===== src/rtl/seq_divider.sv =====
// rtl/seq_divider.sv - multi-cycle non-restoring integer divider, one quotient bit per clock
module seq_divider #(
    parameter int WIDTH = 32
) (
    input  logic                 i_clk,
    input  logic                 i_clr,
    input  logic                 i_start,
    input  logic                 i_signed_mode,
    input  logic [WIDTH-1:0]     i_dividend,
    input  logic [WIDTH-1:0]     i_divisor,
    output logic                 o_busy,
    output logic                 o_done,
    output logic                 o_div_by_zero,
    output logic [2*WIDTH-1:0]   o_c
);

    localparam int CW = (WIDTH > 2) ? $clog2(WIDTH) : 1;

    typedef enum logic [1:0] {
        S_IDLE = 2'd0,
        S_RUN  = 2'd1,
        S_FIX  = 2'd2
    } state_t;

    state_t               r_state;
    logic [WIDTH:0]       r_a;
    logic [WIDTH-1:0]     r_q;
    logic [WIDTH-1:0]     r_m;
    logic [CW-1:0]        r_cnt;
    logic                 r_neg_q;
    logic                 r_neg_r;
    logic                 r_busy;
    logic                 r_done;
    logic                 r_dbz;
    logic [2*WIDTH-1:0]   r_c;

    // operand magnitudes; |MIN| wraps to 2^(WIDTH-1), which is correct as an unsigned value
    logic                 w_dvd_neg;
    logic                 w_dvs_neg;
    logic [WIDTH-1:0]     w_dvd_mag;
    logic [WIDTH-1:0]     w_dvs_mag;
    logic                 w_div_zero;

    assign w_dvd_neg  = i_signed_mode & i_dividend[WIDTH-1];
    assign w_dvs_neg  = i_signed_mode & i_divisor[WIDTH-1];
    assign w_dvd_mag  = w_dvd_neg ? -i_dividend : i_dividend;
    assign w_dvs_mag  = w_dvs_neg ? -i_divisor : i_divisor;
    assign w_div_zero = (i_divisor == '0);

    // one non-restoring step: shift {a,q} left, then add or subtract m depending on the old sign of a.
    // The shifted partial value may wrap in WIDTH+1 bits, but the post-step value always lies in
    // [-m, m) so the modular result and its sign bit are exact.
    logic [WIDTH:0]       w_m_ext;
    logic [WIDTH:0]       w_a_sh;
    logic [WIDTH:0]       w_a_step;
    logic                 w_last;

    assign w_m_ext  = {1'b0, r_m};
    assign w_a_sh   = {r_a[WIDTH-1:0], r_q[WIDTH-1]};
    assign w_a_step = r_a[WIDTH] ? (w_a_sh + w_m_ext) : (w_a_sh - w_m_ext);
    assign w_last   = (r_cnt == CW'(WIDTH - 1));

    // final correction: restore a negative remainder, then apply the recorded signs
    logic [WIDTH:0]       w_a_fix;
    logic [WIDTH-1:0]     w_quot;
    logic [WIDTH-1:0]     w_rem;
    logic                 w_m_zero;

    assign w_a_fix  = r_a[WIDTH] ? (r_a + w_m_ext) : r_a;
    assign w_quot   = r_neg_q ? -r_q : r_q;
    assign w_rem    = r_neg_r ? -w_a_fix[WIDTH-1:0] : w_a_fix[WIDTH-1:0];
    // a zero m only occurs for a zero divisor, since every non-zero divisor has a non-zero magnitude
    assign w_m_zero = (r_m == '0);

    // control FSM and datapath registers; clr aborts any operation in flight
    always_ff @(posedge i_clk or posedge i_clr) begin
        if (i_clr) begin
            r_state <= S_IDLE;
            r_a     <= '0;
            r_q     <= '0;
            r_m     <= '0;
            r_cnt   <= '0;
            r_neg_q <= 1'b0;
            r_neg_r <= 1'b0;
            r_busy  <= 1'b0;
            r_done  <= 1'b0;
            r_dbz   <= 1'b0;
            r_c     <= '0;
        end else begin
            r_done <= 1'b0;
            case (r_state)
                S_IDLE: begin
                    if (i_start) begin
                        r_a    <= '0;
                        r_cnt  <= '0;
                        r_dbz  <= 1'b0;
                        r_busy <= 1'b1;
                        if (w_div_zero) begin
                            // keep the raw dividend in q so it can be returned as the remainder
                            r_q     <= i_dividend;
                            r_m     <= '0;
                            r_neg_q <= 1'b0;
                            r_neg_r <= 1'b0;
                            r_state <= S_FIX;
                        end else begin
                            r_q     <= w_dvd_mag;
                            r_m     <= w_dvs_mag;
                            r_neg_q <= w_dvd_neg ^ w_dvs_neg;
                            r_neg_r <= w_dvd_neg;
                            r_state <= S_RUN;
                        end
                    end
                end
                S_RUN: begin
                    r_a   <= w_a_step;
                    r_q   <= {r_q[WIDTH-2:0], ~w_a_step[WIDTH]};
                    r_cnt <= r_cnt + CW'(1);
                    if (w_last) begin
                        r_state <= S_FIX;
                    end
                end
                S_FIX: begin
                    if (w_m_zero) begin
                        r_c   <= {r_q, {WIDTH{1'b1}}};
                        r_dbz <= 1'b1;
                    end else begin
                        r_c <= {w_rem, w_quot};
                        r_a <= w_a_fix;
                    end
                    r_done  <= 1'b1;
                    r_busy  <= 1'b0;
                    r_state <= S_IDLE;
                end
                default: begin
                    r_state <= S_IDLE;
                    r_busy  <= 1'b0;
                end
            endcase
        end
    end

    assign o_busy        = r_busy;
    assign o_done        = r_done;
    assign o_div_by_zero = r_dbz;
    assign o_c           = r_c;

endmodule


===== config.mk =====
export PLATFORM = sky130hd
export DESIGN_NAME = seq_divider
export DESIGN_NICKNAME = d
export VERILOG_FILES = /design/src/rtl/seq_divider.sv
export SDC_FILE = /design/constraint.sdc
export NUM_CORES = 1
export LEC_CHECK = 0
export CAP_MARGIN = 40
export CORE_ASPECT_RATIO = 0.8
export CORE_UTILIZATION = 45
export DETAILED_ROUTE_END_ITERATION = 8
export PLACE_DENSITY = 0.7
export SLEW_MARGIN = 20
export SYNTH_ARGS = -nofsm -noshare
export SYNTH_HDL_FRONTEND = slang
export SYNTH_SLANG_ARGS = --single-unit
export TNS_END_PERCENT = 20

===== constraint.sdc =====
create_clock -name i_clk -period 8.05 [get_ports i_clk]
set_input_delay 1.2075 -clock i_clk [delete_from_list [all_inputs] [get_ports i_clk]]
set_output_delay 1.2075 -clock i_clk [all_outputs]
set_load 0.05 [all_outputs]

==> flow_summary_export.csv, run 1 <==
group,metric,value,unit
worst_setup_path,worstPathRequired,8.43,ns
sta,max-slew-margin-rel,0.4651,
synthesis,syn_area,14440,um2
worst_setup_path,r2r-start,"r_m[12]$_DFFE_PP0P_",
synthesis,async_reset_ff_frac,1.000,
floorplanning,core,31500,um2
place,gp_congestion,0.9602,
synthesis,synth_xor_area_frac,0.1104,
finish,finalNetCount,2055,
routing,drt-initial-drc-count,1304,
clock_tree,clock_path_buffers,2,
place,io_buffers,134,
clock_tree,cts.sinks,173,
finish,drive_gt1_frac,0.04839,
pwr,p_total,7.212,mW
clock_tree,cts-buffers-inserted,17,
finish,most-common-layout-cells,"nand2_1 (219), o21ai_0 (176), nor2_1 (173)",
worst_setup_path,path_max_fanout,6,
worst_setup_path,r2r_cells,18,
synthesis,avgSynthCellArea,7.851,um2
clock_tree,postCtsSetupRepairBufs,0,
sta,fin_crit,5.240,ns
synthesis,ys_ff_latch,173,
synthesis,ys_seq_area_frac,0.2998,
worst_setup_path,critPathLaunchType,"flop",
sta,worst_slack,2.810,ns
sta,finClkSkew,0.007504,ns
worst_setup_path,cp-end-kind,"flop",
sta,timing.fmax,0.1909,GHz
pwr,power_density,430.7,nW/um2
place,dp_hpwl,33.81,mm
sta,tightestPinTransition,0.7975,ns
routing,vias_per_cell,6.018,
global_route,grt_pass1_vias,13120,
synthesis,synth_compound_area_frac,0.2603,
global_route,grt_first_pass_wirelength,72.25,mm
worst_setup_path,critPathKind,"flop to flop",
finish,area_growth,15.99,%
global_route,overflow,0,
place,dpl_worst_slack,2.793,ns
routing,wirelength,45.46,mm
global_route,grt_max_degree,77,
routing,dr.pass1.iters,5,
sta,rsz0062_at_grt,"false",
min_path,hold_end,"o_c[46]$_DFFE_PP0P_",
synthesis,synth_top_family_by_area,"compound AO/OA/AOI/OAI gates",
floorplanning,io_pins,135,
sta,setup_tns,0,ns
worst_setup_path,ff2ff_setup_slack,2.81,ns
floorplanning,design.die.area,32810,um2
clock_tree,clk_latency,0.46,ns
finish,antenna_cells,0,
clock_tree,htree_levels,4,
worst_setup_path,arrival,5.62,ns
clock_tree,path_clk_slew,0.07,ns
sta,drv_slew,0,
routing,vias,14090,
clock_tree,cts_resized,0,
synthesis,synth-simple-area-share,0.2082,
clock_tree,cts_tree,"built",
status,outcome,"completed",
global_route,grt_usage,0.2780,
synthesis,netlist_instances,1839,
sta,fin_hold_ws,0.4883,ns
min_path,holdPathStages,1,
synthesis,synthesis.nets,1985,
synthesis,ys_warn_count,0,
floorplanning,fp.dieH,162.2,um
global_route,use_met3,0.05778,
pwr,ir_worst_vdd,0.2329,mV
sta,fin_crit_sh,0.6509,
synthesis,ys.flop_type,"dfrtp_1",
sta,setup_violations,0,
global_route,busiest_layer,"met2",
routing,drc,0,
clock_tree,postCtsHoldBufs,0,
global_route,antenna_found_initial,0,
floorplanning,start_util,0.4584,
synthesis,synth_adder_area_share,0.06863,
min_path,min_path_type,"flop to flop",
finish,final_common_cell,"nand2_1",
clock_tree,root_buffer,"clkbuf_16",
floorplanning,die_x,202.3,um
pwr,power.leakage,7.022,nW
synthesis,synth_edf_count,0,
global_route,grt_util_met1,0.3910,
routing,wl_per_cell,19.41,um
min_path,hold_start,"o_c[46]$_DFFE_PP0P_",
global_route,grt_use_met2,0.4262,
routing,ant_nets,0,
floorplanning,placement_rows,58,
sta,final-hold-violation-count,0,
synthesis,ys_types,84,
run,cap_violations,0,
worst_setup_path,reg2reg_to,"r_q[0]$_DFFE_PP0P_",
synthesis,muxShareOfSynthArea,0.01135,
cells in the mapped netlist (11+ instances only):
cell      number  area [um2]
nand3_1       32       160.2
and2_1        13       81.33
dfrtp_1      173        4329
a31oi_1       53       331.6
xnor2_1       64       560.5
ha_1          76       950.9
a21oi_1      157       785.8
o31ai_1       36       270.3
o41ai_1       11       96.34
or3_1         27       168.9
a21o_1        31       232.7
nand2b_1      17       106.4
nor2_1       173       649.4
xor2_1       118        1033
and3_1        19       118.9
nand2_1      221       829.6
nor4_1        13       81.33
or4_1         16       120.1
nand4_1       20       125.1
nor3_1        42       210.2
inv_1         47       176.4
a211oi_1      15       112.6
o21ai_0      176       880.8
nor2b_1       16       100.1
clkbuf_1      88       330.3
worst max-delay path, cell delays in order, from the launching register on:
cell	delay, ns
dfrtp_1	0.44
or4_1	0.59
nor4_1	0.49
nor4b_1	0.57
and3_1	0.31
nor2_1	0.07
xor2_1	0.16
ha_1	0.34
a21oi_1	0.23
a21boi_0	0.15
o21ai_0	0.23
nand2b_1	0.09
o31a_1	0.18
o41ai_1	0.38
a31oi_1	0.21
and4_1	0.23
nor3_1	0.22
o21ai_0	0.11
o21ai_0	0.15
worst max-delay path by stage:
stage / startpoint / to
after floorplan: i_clr / o_busy$_DFFE_PP0P_
after global placement: i_divisor[6] / r_q[26]$_DFFE_PP0P_
after detailed placement: i_divisor[13] / r_q[16]$_DFFE_PP0P_
after CTS: r_m[0]$_DFFE_PP0P_ / o_c[62]$_DFFE_PP0P_
after global routing: r_m[12]$_DFFE_PP0P_ / r_q[0]$_DFFE_PP0P_
final: r_m[12]$_DFFE_PP0P_ / r_q[0]$_DFFE_PP0P_
report_power, final:
group / total (mW) / switching, mW / internal [mW] / leakage, nW
combinational: 4.63 / 2.91 / 1.72 / 4.58
clock: 0.862 / 0.399 / 0.464 / 0.280
sequential: 1.72 / 0.482 / 1.24 / 2.16
final cells by class:
type,count,area [um2]
Clock inverter,14,156.4
Tap cell,420,525.5
Timing Repair Buffer,156,1569
Fill cell,3037,14750
Multi-Input combinational cell,1514,9555
Inverter,47,181.4
Clock buffer,18,429.2
Sequential cell,173,4330
stage by stage:
| step | utilization | instances | area, um2 |
|---|---|---|---|
| floorplan | - | 1839 | 14440 |
| CTS | 0.5309 | 2340 | 16720 |
| global placement | 0.5097 | 2304 | 16050 |
| finish | 0.5317 | 2342 | 16750 |
| global route | 0.5317 | 2342 | 16750 |
| detailed placement | 0.5124 | 2308 | 16140 |
layer usage:
metal	up-vias	part of all wire
met4	0	0.025
met5	-	0
li1	6806	-
met1	6749	0.46
met2	460	0.44
met3	79	0.072
state kept, by name, summed over array words and instances (netlist names):
register,flops
r_neg_r,1
r_neg_q,1
r_q,32
r_a,33
r_state,2
o_busy,1
o_done,1
o_c,64
o_div_by_zero,1
r_cnt,5
r_m,32
kinds of logic after synthesis:
logic type | Yosys count
AOI/OAI and AO/OA | 599
xor gates and xnor gates | 182
adders and majority gates | 78
buffers and inverters | 152
DFF | 173
muxes | 15
and+or+nand+nor | 640
No activity file was read; power rests on OpenSTA's default activity.
==> run 2: changes to the inputs <==
Settings changed: PLACE_DENSITY 0.7 to 0.73.
Clock period 8.05 ns to 4.3 ns, I/O delays scaled along.
==> run 2 against run 1 <==
Against the previous run:
- the flow now finishes with violations (negative setup slack)
- first-iteration DRC count is 5.1% lower
- sequential power is 83% higher
- total power is 110% higher
- wire length is 4.6% higher
- clock power is 88% higher
==> flow_summary_export.csv, run 2 (same netlist as run 1, synthesis figures left out) <==
group,metric,value,unit
status,outcome,"finished with violations",
status,violations,"negative setup slack",
routing,ant_nets,0,
place,postPlaceCellArea,17330,um2
place,gp_congestion,0.9716,
sta,worst_slack,-0.1866,ns
worst_setup_path,ff2ff_setup_slack,-0.19,ns
sta,timing.fmax,0.2229,GHz
worst_setup_path,path_max_fanout,5,
sta,finClkSkew,0.01407,ns
clock_tree,postCtsHoldBufs,0,
finish,final_common_cell,"nand2_1",
sta,fin_hold_ws,0.4904,ns
finish,most-common-layout-cells,"nand2_1 (218), buf_4 (185), nor2_1 (172), dfrtp_1 (172), o21ai_0 (162)",
run,cap_violations,0,
sta,fin_crit_sh,1.043,
worst_setup_path,path_cells,"buf_4, ha_1, o211ai_1, o21a_2, o221ai_2, a2111oi_4, nand3_2, or4_4, or4_4, or4_4, o31a_1, nand4_1, or3b_1",
floorplanning,die_x,202.3,um
finish,final_area,18390,um2
sta,tightestPinTransition,0.9774,ns
worst_setup_path,cpPeakStageDelay,0.59,ns
global_route,overflow,0,
clock_tree,htree_levels,4,
global_route,antenna_found_initial,0,
worst_setup_path,r2r-start,"r_m[2]$_DFFE_PP0P_",
clock_tree,clk_latency,0.46,ns
clock_tree,cts-buffers-inserted,17,
worst_setup_path,critPathKind,"flop to flop",
pwr,p_total,14.97,mW
worst_setup_path,cp-end-kind,"flop",
place,dpl_worst_slack,-0.4216,ns
routing,wl_per_cell,18.91,um
sta,max-slew-margin-rel,0.3484,
routing,drt-initial-drc-count,1237,
min_path,holdPathStages,1,
global_route,grt_usage,0.2881,
worst_setup_path,worstPathRequired,4.63,ns
sta,fin_crit,4.487,ns
floorplanning,core,31500,um2
worst_setup_path,r2r_cells,13,
floorplanning,start_util,0.4584,
clock_tree,path_clk_slew,0.07,ns
worst_setup_path,crit_top_cell,"or4_4",
routing,dr.pass1.iters,6,
worst_setup_path,reg2reg_to,"o_c[62]$_DFFE_PP0P_",
floorplanning,fp.dieH,162.2,um
finish,area_growth,27.38,%
finish,finalNetCount,2228,
routing,vias_per_cell,6.016,
floorplanning,placement_rows,58,
finish,multi_input_area,9881,um2
worst_setup_path,crit_path_top_delay_cell,"or4_4",
global_route,grt_first_pass_wirelength,75.78,mm
sta,drv_slew,0,
sta,final-hold-violation-count,0,
routing,vias,15130,
finish,fillerInstances,2859,
floorplanning,io_pins,135,
place,io_buffers,134,
clock_tree,root_buffer,"clkbuf_16",
clock_tree,cts_tree,"built",
finish,final_cells,2514,
routing,drc,0,
clock_tree,clock_path_buffers,2,
place,dp_cells,2465,
min_path,hold_start,"o_c[49]$_DFFE_PP0P_",
pwr,power_density,813.7,nW/um2
global_route,grt_max_degree,174,
finish,seq_area,4330,um2
worst_setup_path,arrival,4.82,ns
finish,largest_register_ffs,64,
sta,rsz0062_at_grt,"true",
global_route,grt_pass1_vias,14470,
floorplanning,design.die.area,32810,um2
routing,wirelength,47.55,mm
sta,setup_violations,5,
place,dp_hpwl,36.08,mm
min_path,hold_end,"o_c[49]$_DFFE_PP0P_",
worst_setup_path,critPathLaunchType,"flop",
pwr,power.leakage,7.974,nW
pwr,ir_worst_vdd,0.4810,mV
finish,antenna_cells,0,
clock_tree,cts.sinks,173,
min_path,min_path_type,"flop to flop",
finish,drive_gt1_frac,0.1495,
## run 2: cell count changes in the layout (fill, tap and decap cells not counted), sizes merged
| cell | previous run | this run |
|---|---|---|
| inv | 54 | 52 |
| buf | 21 | 195 |
| clkinv | 2 | 1 |
| clkbuf | 19 | 18 |
| clkinvlp | 3 | 5 |
## run 2: routing by layer
layer,global-route usage,part of all wire,vias up
li1,-,-,7171
met1,0.3938,0.44,7309
met2,0.4521,0.46,542
met3,0.04354,0.067,103
met4,0.1268,0.037,0
met5,0,0,-
## run 2: final cells by class
cell class | count | share of cell area
flip-flops and latches | 173 | 0.2354
inverters | 47 | 0.009796
clock buffers | 18 | 0.02333
repair buffers | 329 | 0.1571
clock inverters | 13 | 0.008503
multi-input cells | 1514 | 0.5372
well taps | 420 | 0.02857
## run 2: worst max-delay path by stage
stage | startpoint | endpoint | cells after the start | slack, ns
6_report | r_m[2]$_DFFE_PP0P_ | o_c[62]$_DFFE_PP0P_ | 13 | -0.19
5_1_grt | r_m[14]$_DFFE_PP0P_ | r_q[0]$_DFFE_PP0P_ | 21 | -0.37
3_5_place_dp | r_m[4]$_DFFE_PP0P_ | r_q[0]$_DFFE_PP0P_ | 20 | -0.42
4_1_cts | r_m[0]$_DFFE_PP0P_ | o_c[62]$_DFFE_PP0P_ | 15 | -0.15
2_1_floorplan | r_a[32]$_DFFE_PP0P_ | r_q[0]$_DFFE_PP0P_ | 21 | -0.75
3_3_place_gp | r_a[0]$_DFFE_PP0P_ | o_c[62]$_DFFE_PP0P_ | 13 | -0.28
## run 2: metrics by stage
step                      TNS (ns)    util
after global placement      -1.219  0.5485
after CTS                  -0.6237  0.5723
final                      -0.7302  0.5840
after detailed placement    -2.545  0.5503
after floorplan             -5.686       -
after global routing        -2.117  0.5840
## run 2: where the power goes
group	internal, mW	switching [mW]
registers	2.32	0.826
clock network	0.869	0.752
logic	4.20	5.99
## run 2: timing repair
item,CTS,global route
gates resized for setup,12,68
setup endpoints to repair,13,28
setup buffers,7,12
pin swaps,15,42
## run 2: critical path, delay by kind of cell, from the launching register on
family,cells,cell delay [ns]
adder cells (fa/ha/maj),1,0.31
flip-flops,1,0.38
buffers and inverters,1,0.16
AND/OR/NAND/NOR,6,2.20
AO/OA/AOI/OAI,5,1.32
==> run 3: changes to the inputs <==
Settings changed: PLACE_DENSITY 0.73 to 0.68.
==> run 3 against run 2 <==
Against the previous run:
- the run still ends with negative setup slack left
- total power fell by 1.4%
- via count fell by 1.6%
- global-route usage rose by 0.35 points
- combinational power barely moved
- non-clock buffer count rose by 10
- core utilization rose by 0.13 points
- setup slack improved by 0.10 ns
- final cell count rose by 0.44%
- critical path depth rose by 3
- wire length rose by 0.73%
- flip-flop and latch count did not move
- sequential share of layout area barely moved
- critical path type unchanged
- largest cell class unchanged
==> flow_summary_export.csv, run 3 (same netlist as run 1, synthesis figures left out) <==
group,metric,value,unit
worst_setup_path,critPathKind,"flop to flop",
clock_tree,htree_levels,4,
sta,setup_tns,-0.08419,ns
global_route,grt_use_met2,0.4611,
global_route,grt_pass1_vias,14340,
finish,drive_gt1_frac,0.1515,
sta,final-hold-violation-count,0,
routing,wl_per_cell,18.97,um
worst_setup_path,critPathLaunchType,"flop",
worst_setup_path,r2r-start,"r_m[2]$_DFFE_PP0P_",
global_route,antenna_found_initial,0,
sta,fin_crit_sh,1.020,
pwr,p_total,14.75,mW
clock_tree,cts.sinks,173,
global_route,grt_usage,0.2916,
worst_setup_path,ff2ff_setup_slack,-0.08,ns
place,dp_cells,2478,
clock_tree,cts_tree,"built",
routing,dr.pass1.iters,5,
worst_setup_path,r2r_cells,16,
pwr,power_density,800.2,nW/um2
worst_setup_path,path_max_fanout,4,
min_path,min_path_type,"flop to flop",
finish,final_cells,2525,
clock_tree,root_buffer,"clkbuf_16",
worst_setup_path,cp-end-kind,"flop",
min_path,hold_start,"o_c[49]$_DFFE_PP0P_",
global_route,overflow,0,
floorplanning,core,31500,um2
finish,fillerInstances,2881,
min_path,hold_end,"o_c[49]$_DFFE_PP0P_",
sta,fin_crit,4.384,ns
place,gp_congestion,0.9691,
floorplanning,start_util,0.4584,
clock_tree,cts-buffers-inserted,17,
global_route,grt_util_met1,0.4047,
run,cap_violations,0,
clock_tree,postCtsHoldBufs,0,
clock_tree,clock_path_buffers,2,
sta,timing.fmax,0.2281,GHz
finish,final_common_cell,"nand2_1",
min_path,holdPathStages,1,
routing,ant_nets,0,
routing,drc,0,
sta,worst_slack,-0.08419,ns
floorplanning,io_pins,135,
place,dp_hpwl,36.53,mm
routing,vias_per_cell,5.897,
global_route,grt_max_degree,90,
place,io_buffers,134,
worst_setup_path,worstPathRequired,4.62,ns
routing,drt-initial-drc-count,1206,
finish,largest_register_ffs,64,
finish,finalNetCount,2238,
global_route,busiest_layer,"met2",
sta,tightestPinTransition,0.8551,ns
routing,vias,14890,
floorplanning,fp.dieH,162.2,um
global_route,use_met3,0.03792,
routing,wirelength,47.90,mm
status,violations,"negative setup slack",
worst_setup_path,arrival,4.70,ns
clock_tree,clk_latency,0.44,ns
finish,most-common-layout-cells,"nand2_1 (218), buf_4 (194), nor2_1 (171), o21ai_0 (171), dfrtp_1 (171)",
sta,finClkSkew,0.01101,ns
pwr,power.leakage,7.964,nW
sta,fin_hold_ws,0.4860,ns
floorplanning,design.die.area,32810,um2
pwr,ir_worst_vdd,0.4278,mV
clock_tree,path_clk_slew,0.07,ns
finish,area_growth,27.66,%
sta,drv_slew,0,
floorplanning,die_x,202.3,um
sta,setup_violations,1,
floorplanning,placement_rows,58,
sta,rsz0062_at_grt,"true",
worst_setup_path,reg2reg_to,"o_c[62]$_DFFE_PP0P_",
finish,antenna_cells,0,
global_route,grt_first_pass_wirelength,76.25,mm
status,outcome,"finished with violations",
sta,max-slew-margin-rel,0.4299,
[run 3: layout make-up]
class	instances	area (um2)	share of cell area
Clock buffer	19	432.9	0.02349
Timing Repair Buffer	339	2990	0.1622
Multi-Input combinational cell	1514	9842	0.5339
Clock inverter	13	130.1	0.007059
Sequential cell	173	4332	0.2350
Tap cell	420	525.5	0.02851
Inverter	47	180.2	0.009775
[run 3: worst max path at each step]
stage | start | end | slack (ns) | cells past startpoint
3_5_place_dp | r_m[2]$_DFFE_PP0P_ | r_q[0]$_DFFE_PP0P_ | -0.50 | 19
3_3_place_gp | r_a[0]$_DFFE_PP0P_ | o_c[62]$_DFFE_PP0P_ | -0.30 | 13
6_report | r_m[2]$_DFFE_PP0P_ | o_c[62]$_DFFE_PP0P_ | -0.08 | 16
5_1_grt | r_m[2]$_DFFE_PP0P_ | o_c[62]$_DFFE_PP0P_ | -0.28 | 14
4_1_cts | r_a[0]$_DFFE_PP0P_ | o_c[62]$_DFFE_PP0P_ | -0.15 | 13
2_1_floorplan | r_a[32]$_DFFE_PP0P_ | r_q[0]$_DFFE_PP0P_ | -0.75 | 21
[run 3: critical path, cell delays in order (launching register included)]
cell and delay [ns]:
dfrtp_1 0.41, buf_6 0.13, ha_4 0.27, o211ai_1 0.14, buf_4 0.17, o211ai_1 0.28
buf_4 0.17, nand3b_1 0.12, buf_4 0.17, a211oi_1 0.67, nor2_1 0.17, xor2_1 0.17
a21oi_1 0.14, or4_4 0.52, o31a_1 0.32, nand4_1 0.08, or3b_1 0.34
[run 3: what timing repair did]
| item | in CTS | in global routing |
|---|---|---|
| setup buffers | 7 | 8 |
| gates resized for setup | 28 | 32 |
| endpoints found under the setup margin | 11 | 17 |
| pin swaps | 30 | 34 |
| cloned | 0 | 0 |
[run 3: per-layer routing]
| metal | vias up | part of all wire |
|---|---|---|
| met5 | - | 0 |
| met1 | 7206 | 0.46 |
| li1 | 7178 | - |
| met4 | 0 | 0.035 |
| met3 | 86 | 0.050 |
| met2 | 419 | 0.46 |
[run 3: through the flow]
stage          cell area, um2    util  worst slack, ns
3_5_place_dp            17440  0.5538          -0.4987
4_1_cts                 18200  0.5779          -0.1525
5_1_grt                 18430  0.5853          -0.2789
3_3_place_gp            17390  0.5523          -0.3010
2_1_floorplan           14440       -          -0.7542
6_report                18430  0.5853         -0.08419
[run 3: report_power, final]
| group | switching (mW) | total [mW] | internal, mW |
|---|---|---|---|
| combinational | 5.90 | 10.0 | 4.14 |
| sequential | 0.828 | 3.15 | 2.32 |
| clock | 0.748 | 1.56 | 0.814 |
| total | 7.48 | 14.7 | 7.27 |
